`src/rtl/tri_port_rr_scheduler.sv`:
```
// Three-port register memory with round-robin access arbitration.
// One access per clock; each request is acknowledged by a single-cycle ack pulse.
module tri_port_rr_scheduler #(
    parameter int N             = 4,
    parameter int no_addr_lines = 2,
    parameter int wordsize      = 2
) (
    input  logic                     clk,
    input  logic                     rst,
    input  logic                     L_req,
    input  logic                     M_req,
    input  logic                     R_req,
    input  logic [no_addr_lines-1:0] L_port_addr,
    input  logic [no_addr_lines-1:0] M_port_addr,
    input  logic [no_addr_lines-1:0] R_port_addr,
    input  logic                     L_write_enable,
    input  logic                     M_write_enable,
    input  logic                     R_write_enable,
    input  logic [wordsize-1:0]      L_data,
    input  logic [wordsize-1:0]      M_data,
    input  logic [wordsize-1:0]      R_data,
    output logic                     L_ack,
    output logic                     M_ack,
    output logic                     R_ack,
    output logic [wordsize-1:0]      L_data_read,
    output logic [wordsize-1:0]      M_data_read,
    output logic [wordsize-1:0]      R_data_read,
    output logic [1:0]               grant_id
);

    typedef enum logic [1:0] {
        PTR_L = 2'd0,
        PTR_M = 2'd1,
        PTR_R = 2'd2
    } rr_ptr_e;

    rr_ptr_e                  last_q, last_d;
    logic [wordsize-1:0]      mem_q [N];
    logic [wordsize-1:0]      mem_d [N];
    logic [wordsize-1:0]      rd_q  [3];
    logic [wordsize-1:0]      rd_d  [3];
    logic [2:0]               ack_q, ack_d;
    logic [1:0]               gid_q, gid_d;

    logic [2:0]               req_a;
    logic [2:0]               we_a;
    logic [no_addr_lines-1:0] addr_a  [3];
    logic [wordsize-1:0]      wdata_a [3];

    logic [2:0]               elig;
    logic                     grant;
    logic [1:0]               win;
    logic [1:0]               cand;
    logic [no_addr_lines-1:0] sel_addr;
    logic                     in_range;

    assign req_a      = {R_req, M_req, L_req};
    assign we_a       = {R_write_enable, M_write_enable, L_write_enable};
    assign addr_a[0]  = L_port_addr;
    assign addr_a[1]  = M_port_addr;
    assign addr_a[2]  = R_port_addr;
    assign wdata_a[0] = L_data;
    assign wdata_a[1] = M_data;
    assign wdata_a[2] = R_data;

    always_comb begin
        mem_d    = mem_q;
        rd_d     = rd_q;
        ack_d    = '0;
        gid_d    = '0;
        last_d   = last_q;
        grant    = 1'b0;
        win      = '0;
        cand     = '0;
        sel_addr = '0;
        in_range = 1'b0;

        // A port whose ack is still high is masked so one request yields one access.
        elig = req_a & ~ack_q;

        for (int unsigned k = 1; k <= 3; k++) begin
            cand = 2'((32'(last_q) + k) % 32'd3);
            if (!grant && elig[cand]) begin
                grant = 1'b1;
                win   = cand;
            end
        end

        if (grant) begin
            ack_d[win] = 1'b1;
            gid_d      = win + 2'd1;
            last_d     = rr_ptr_e'(win);
            sel_addr   = addr_a[win];
            in_range   = int'(sel_addr) < N;
            if (we_a[win]) begin
                if (in_range) begin
                    mem_d[sel_addr] = wdata_a[win];
                end
            end else begin
                rd_d[win] = in_range ? mem_q[sel_addr] : '0;
            end
        end
    end

    always_ff @(posedge clk) begin
        if (rst) begin
            mem_q  <= '{default: '0};
            rd_q   <= '{default: '0};
            ack_q  <= '0;
            gid_q  <= '0;
            last_q <= PTR_R;
        end else begin
            mem_q  <= mem_d;
            rd_q   <= rd_d;
            ack_q  <= ack_d;
            gid_q  <= gid_d;
            last_q <= last_d;
        end
    end

    assign L_ack       = ack_q[0];
    assign M_ack       = ack_q[1];
    assign R_ack       = ack_q[2];
    assign L_data_read = rd_q[0];
    assign M_data_read = rd_q[1];
    assign R_data_read = rd_q[2];
    assign grant_id    = gid_q;

endmodule
```
`config.mk`:
```
export PLATFORM = sky130hd
export DESIGN_NAME = tri_port_rr_scheduler
export DESIGN_NICKNAME = d
export VERILOG_FILES = /design/src/rtl/tri_port_rr_scheduler.sv
export SDC_FILE = /design/constraint.sdc
export NUM_CORES = 1
export LEC_CHECK = 0
export ABC_CLOCK_PERIOD_IN_PS = 4650
export CORE_UTILIZATION = 50
export DETAILED_ROUTE_END_ITERATION = 8
export GPL_TIMING_DRIVEN = 0
export PLACE_DENSITY_LB_ADDON = 0.15
export SYNTH_ARGS = -nofsm -noshare
export SYNTH_HDL_FRONTEND = slang
export SYNTH_SLANG_ARGS = --single-unit
```
`constraint.sdc`:
```
create_clock -name clk -period 4.65 [get_ports clk]
set_input_delay 0.93 -clock clk [delete_from_list [all_inputs] [get_ports clk]]
set_output_delay 0.93 -clock clk [all_outputs]
set_load 0.005 [all_outputs]
```
After elaboration in Yosys (flattened, before gate mapping)
Cells that the tools add are included.

operators by class
  add/sub/neg operators = 4
  divide/modulo/power cells = 3
  magnitude comparators = 9
  mux-type cells = 31
  bitwise logic cells = 6
  reduce and logical (&&, ||, !) cells = 10

operators by type and width
  kind                   number
  $mod 32x2->32 const B  3
  $mux 2                 11
  $bmux 2 s2             3
  $lt 2x3->1 const B     4
  $bmux 1 s2             4
  $bwmux 8               1
  $demux 2 s2            2
  $mux 1                 8
  $add 2x2->3 const B    2
  $bwmux 6               1
  $ge 3x3->1 const B     2
  $lt 3x1->1 const B     2
  $not 2->3              2
  $logic_and 1x1->1      5
  $reduce_and 2->1       2
  $add 2x1->3 const B    1
  $and 3x3->3            1
  $not 3->3              1
  $add 2x1->2 const B    1
  $demux 1 s2            1
  $ge 2x1->1 const B     1
  $logic_not 1->1        2
  $not 1->1              2
  $reduce_or 2->1        1

storage, ports and cells
  bits in registers = 21
  input port bits = 20
  output and inout port bits = 11
  word-level logic and storage cells = 73

Longest topological paths before layout
  depth after elaboration = 21
  mapped depth = 11
  depth with buffers taken out = 10

Least setup slack after synthesis
No wires, ideal clock.

  kind = input -> register
  start point = input port M_req
  end point = register rd_q, in the netlist L_data_read[1]
  library setup time = 0.069 ns
  data arrival time = 2.659 ns
  data required time = 4.581 ns
  setup slack = 1.922 ns
  stages on the path = 8
  buffers on the path = 0
  path through = nand2b_2 > o21ai_0 > or3_4 > inv_2 > mux2_4 > mux2i_4 > mux2_2 > o21ai_1

on the way
  cells in the longest elaborated chain, start to end = 19
  elaborated cells on any way between the ends = 35
  those cells by class = 2 x order compare; 23 x mux; 4 x bitwise; 6 x reduce/logical

RTL lines
  element                                     RTL line  source
  start, declared                             11        input logic M_req,
  $and 3x3->3 (*)                             79        elig = req_a & ~ack_q;
  $bmux 1 s2                                  83        if (!grant && elig[cand]) begin
  $mux 1 (not written as such)                83
  $mux 1                                      83
  $logic_not 1->1                             83
  $logic_and 1x1->1                           83
  $mux 1                                      83
  $logic_not 1->1                             83
  (+2 left out)                               --
  net win[1]                                  52        logic [1:0] win;
  $not 2->3                                   93, 100
  $bmux 2 s2                                  93        sel_addr = addr_a[win];
  $mux 2 (not written as such) (2 in series)  93
  $not 2->3 (not written as such)             100       rd_d[win] = in_range ? mem_q[sel_addr] : '0;
  $bmux 2 s2                                  100
  $mux 2 (not written as such) (2 in series)  100
  $bwmux 6                                    100
  end signal, assigned                        114       rd_q <= rd_d;
  end, declared                               40        logic [wordsize-1:0] rd_q [3];

The timed path passes the listed nets; every way through them passes the cells marked *. The select of a mux whose other input is x is not followed.
A chain may end at the register's enable or synchronous reset.

Final worst setup path
Ends and elaborated chain as after synthesis.

==> flow_summary_export.csv <==
group,metric,value,unit
clock_network,cts_resized,0,
synth,syn-num-nets,153,
run_status,outcome,"finished, final reports clean",
clock_network,clock-sinks,21,
hold_path,worstHoldStart,"mem_q[2]$_SDFFE_PP0P_",
synth,yosys.area_share.adder,5.73,%
final_layout,diodes,0,
detailed_routing,first_pass_iters,4,
clock_network,cts_hold_buf,0,
worst_setup_path,cp_cell_sequence,"clkdlybuf4s50_1 > nand2b_2 > o21ai_0 > or3_4 > inv_2 > mux2_4 > mux2i_4 > mux2_2 > o21ai_1",
clock_network,cts_tree,"built",
pwr,p_comb_share,60.4,%
worst_setup_path,startpoint,"M_req",
synth,yosysWarningCount,0,
place,pre_cts_ws,1.30,ns
synth,synth_simple_gate_area_share,24.2,%
synth,synthXorXnorAreaFrac,0,%
hold_path,hold_path.class,"reg2reg",
floorplanning,ioPinCount,31,
synth,synth_common_cells,"dfxtp_1, mux2i_1, nand2b_1",
pwr,internal_power,0.493,mW
synth,synth_area,1240,µm²
global_routing,grt_pass1_vias,974,
timing,tightestPinTransition,0.487,ns
final_layout,register_area,420,µm²
synth,muxShareOfSynthArea,17.2,%
synth,synth_top_cell_by_area,"dfxtp_1",
final_layout,area_growth,29.2,%
place,dpl.hpwl,2030,µm
floorplanning,die_w,51.9,µm
detailed_routing,via_per_inst,5.50,
place,portBuffers,30,
synth,synth_top_flop_cell,"dfxtp_1",
floorplanning,die_h,51.9,µm
worst_setup_path,reg2reg_depth,10,
synth,synthTopCellsByArea,"dfxtp_1, mux2i_1, nand2b_1",
global_routing,grt_max_degree,13,
timing,fin_ws,1.59,ns
synth,synth_edf_count,0,
worst_setup_path,required,4.89,ns
clock_network,clock_path_buffers,2,
place,finalWeightedCongestion,0.798,
floorplanning,die_area,2690,µm²
synth,synth.most_common_cell,"dfxtp_1",
global_routing,grt_first_pass_wirelength,4200,µm
worst_setup_path,critPathCaptureType,"flop",
detailed_routing,wire_per_inst,13.3,µm
final_layout,fill_cells,168,
global_routing,antenna_found_initial,0,
worst_setup_path,worst_setup_path_start_kind,"primary input",
timing,slew_violations,0,
worst_setup_path,r2r_end,"L_data_read[1]$_SDFFE_PP0P_",
hold_path,hold_path_end,"mem_q[2]$_SDFFE_PP0P_",
synth,synthArstFlopShare,0,%
final_layout,multi_input_area,766,µm²
floorplanning,core_region_area,2280,µm²
timing,finalHoldViolations,0,
detailed_routing,drt-total-wl,2540,µm
synth,synth-compound-area-share,14.4,%
pwr,p_per_area,519,nW/µm²
timing,period_minus_slack,3.06,ns
timing,relSlewSlack,67.5,%
pwr,sw_frac_of_total,41.0,%
global_routing,overflow,0,
worst_setup_path,cp.arrival,3.30,ns
synth,syn_area_per_cell,9.64,µm²
detailed_routing,drtIter0Drc,12,
hold_path,min_path_cells,2,
timing,fmax,327,MHz
synth,yosysSeqAreaShare,33.8,%
run,drv_cap,0,
synth,yosysTopAreaCellShare,33.8,%
detailed_routing,num_vias,1051,
place,dp.cells,187,
worst_setup_path,cpMaxStageDelayCell,"clkdlybuf4s50_1",
global_routing,grt_util_all_layers,21.4,%
detailed_routing,ant_nets,0,
synth,synth_top_family_by_area,"simple AND/OR/NAND/NOR gates",
final_layout,stdcell_count,191,
synth,synth_cells,129,
timing,setup_viol,0,
synth,ys_seq_elements,21,
timing,fin_skew,0.00913,ns
timing,tns,0,ns
worst_setup_path,setup.worst_path.class,"in2reg",
final_layout,drive_gt1_share,15.3,%
floorplanning,initial_core_util,54.6,%
worst_setup_path,max_stage_delay,0.41,ns
detailed_routing,drc,0,
pwr,p_seq_share,29.1,%
pwr,clock_power_share,10.5,%
worst_setup_path,reg2reg_from,"last_q[0]$_SDFFE_PP0P_",
floorplanning,rows,17,
clock_network,clk_latency,0.31,ns
worst_setup_path,r2r_slack,1.94,ns
pwr,switchingPower,0.342,mW
final_layout,fin_util,70.6,%
clock_network,numCtsBuffers,3,
clock_network,clkTransAtPathRegs,0.12,ns
timing,finalCritPeriodShare,65.7,%
clock_network,clockRootBuffer,"clkbuf_4",
timing,rsz0062_at_grt,"no",
pwr,ir_drop,0.335,mV
clock_network,htreeDepth,1,
worst_setup_path,critPathMaxFanout,8,
clock_network,post_cts_buffers,0,
synth,yosysUniqueCellTypes,45,
pwr,total_leakage_power,0.638,nW
final_layout,finalNetCount,188,
[cells by family after synthesis]
family / after synthesis
flops: 21
buf+inv: 13
simple gates: 50
compound gates: 20
fa+ha+maj: 6
mux: 19
[power by group through the flow]
stage / sequential (mW) / combinational, mW / clock, mW
finish: 0.243 / 0.504 / 0.0880
floorplan: 0.246 / 0.376 / 0
global placement: 0.244 / 0.486 / 0
detailed placement: 0.248 / 0.501 / 0
CTS: 0.243 / 0.503 / 0.0890
global route: 0.247 / 0.551 / 0.100
[state kept, by name, indices dropped and copies added (netlist names)]
name / cells
mem_q: 8
ack_q: 3
L_data_read: 2
M_data_read: 2
R_data_read: 2
grant_id: 2
last_q: 2
[placed cells by master (no fill, tap or decap), types with 4 or more instances in the layout]
cell type and instances:
nor2_1 7, clkdlybuf4s50_1 30, mux2i_1 15, ha_1 4, dfxtp_1 21, nand2_1 5
inv_2 4, nand2b_1 14, inv_1 4
[metal layers]
layer | track usage [%] | vias up | share of wire, %
met2 | 37.6 | 26 | 49
met3 | 6.14 | 2 | 4.6
met5 | 0 | - | 0
met4 | 4.05 | 0 | 0.55
met1 | 25.8 | 491 | 46
li1 | - | 532 | -
[worst max-delay path, delay by kind of cell]
family / cells / cell delay [ns]
AO/OA/AOI/OAI: 2 / 0.27
buffers and inverters: 2 / 0.59
multiplexers: 3 / 0.96
AND/OR/NAND/NOR: 2 / 0.54
[per-stage QoR]
stage	hold slack [ns]	area, µm²	total power, mW
2_1_floorplan	0.452	1240	0.622
3_3_place_gp	0.462	1580	0.730
3_5_place_dp	0.471	1580	0.749
4_1_cts	0.494	1610	0.835
5_1_grt	0.512	1610	0.898
6_report	0.488	1610	0.834
[cell type report]
class	instances	share of cell area, %
well taps	28	2.18
plain buffers	5	1.71
inverters	8	1.87
multi-input cells	95	47.7
repair buffers	30	18.7
flip-flops and latches	21	26.2
clock inverters	1	0.312
clock buffers	3	1.40
[how the worst max path moves through the flow]
stage / slack [ns] / end
final: 1.59 / L_data_read[1]$_SDFFE_PP0P_
after global routing: 1.49 / L_data_read[1]$_SDFFE_PP0P_
after CTS: 1.61 / L_data_read[1]$_SDFFE_PP0P_
after detailed placement: 1.30 / L_data_read[1]$_SDFFE_PP0P_
after global placement: 1.34 / L_data_read[1]$_SDFFE_PP0P_
after floorplan: 1.92 / L_data_read[1]$_SDFFE_PP0P_
Note: power is estimated with default switching activity, not from simulation.
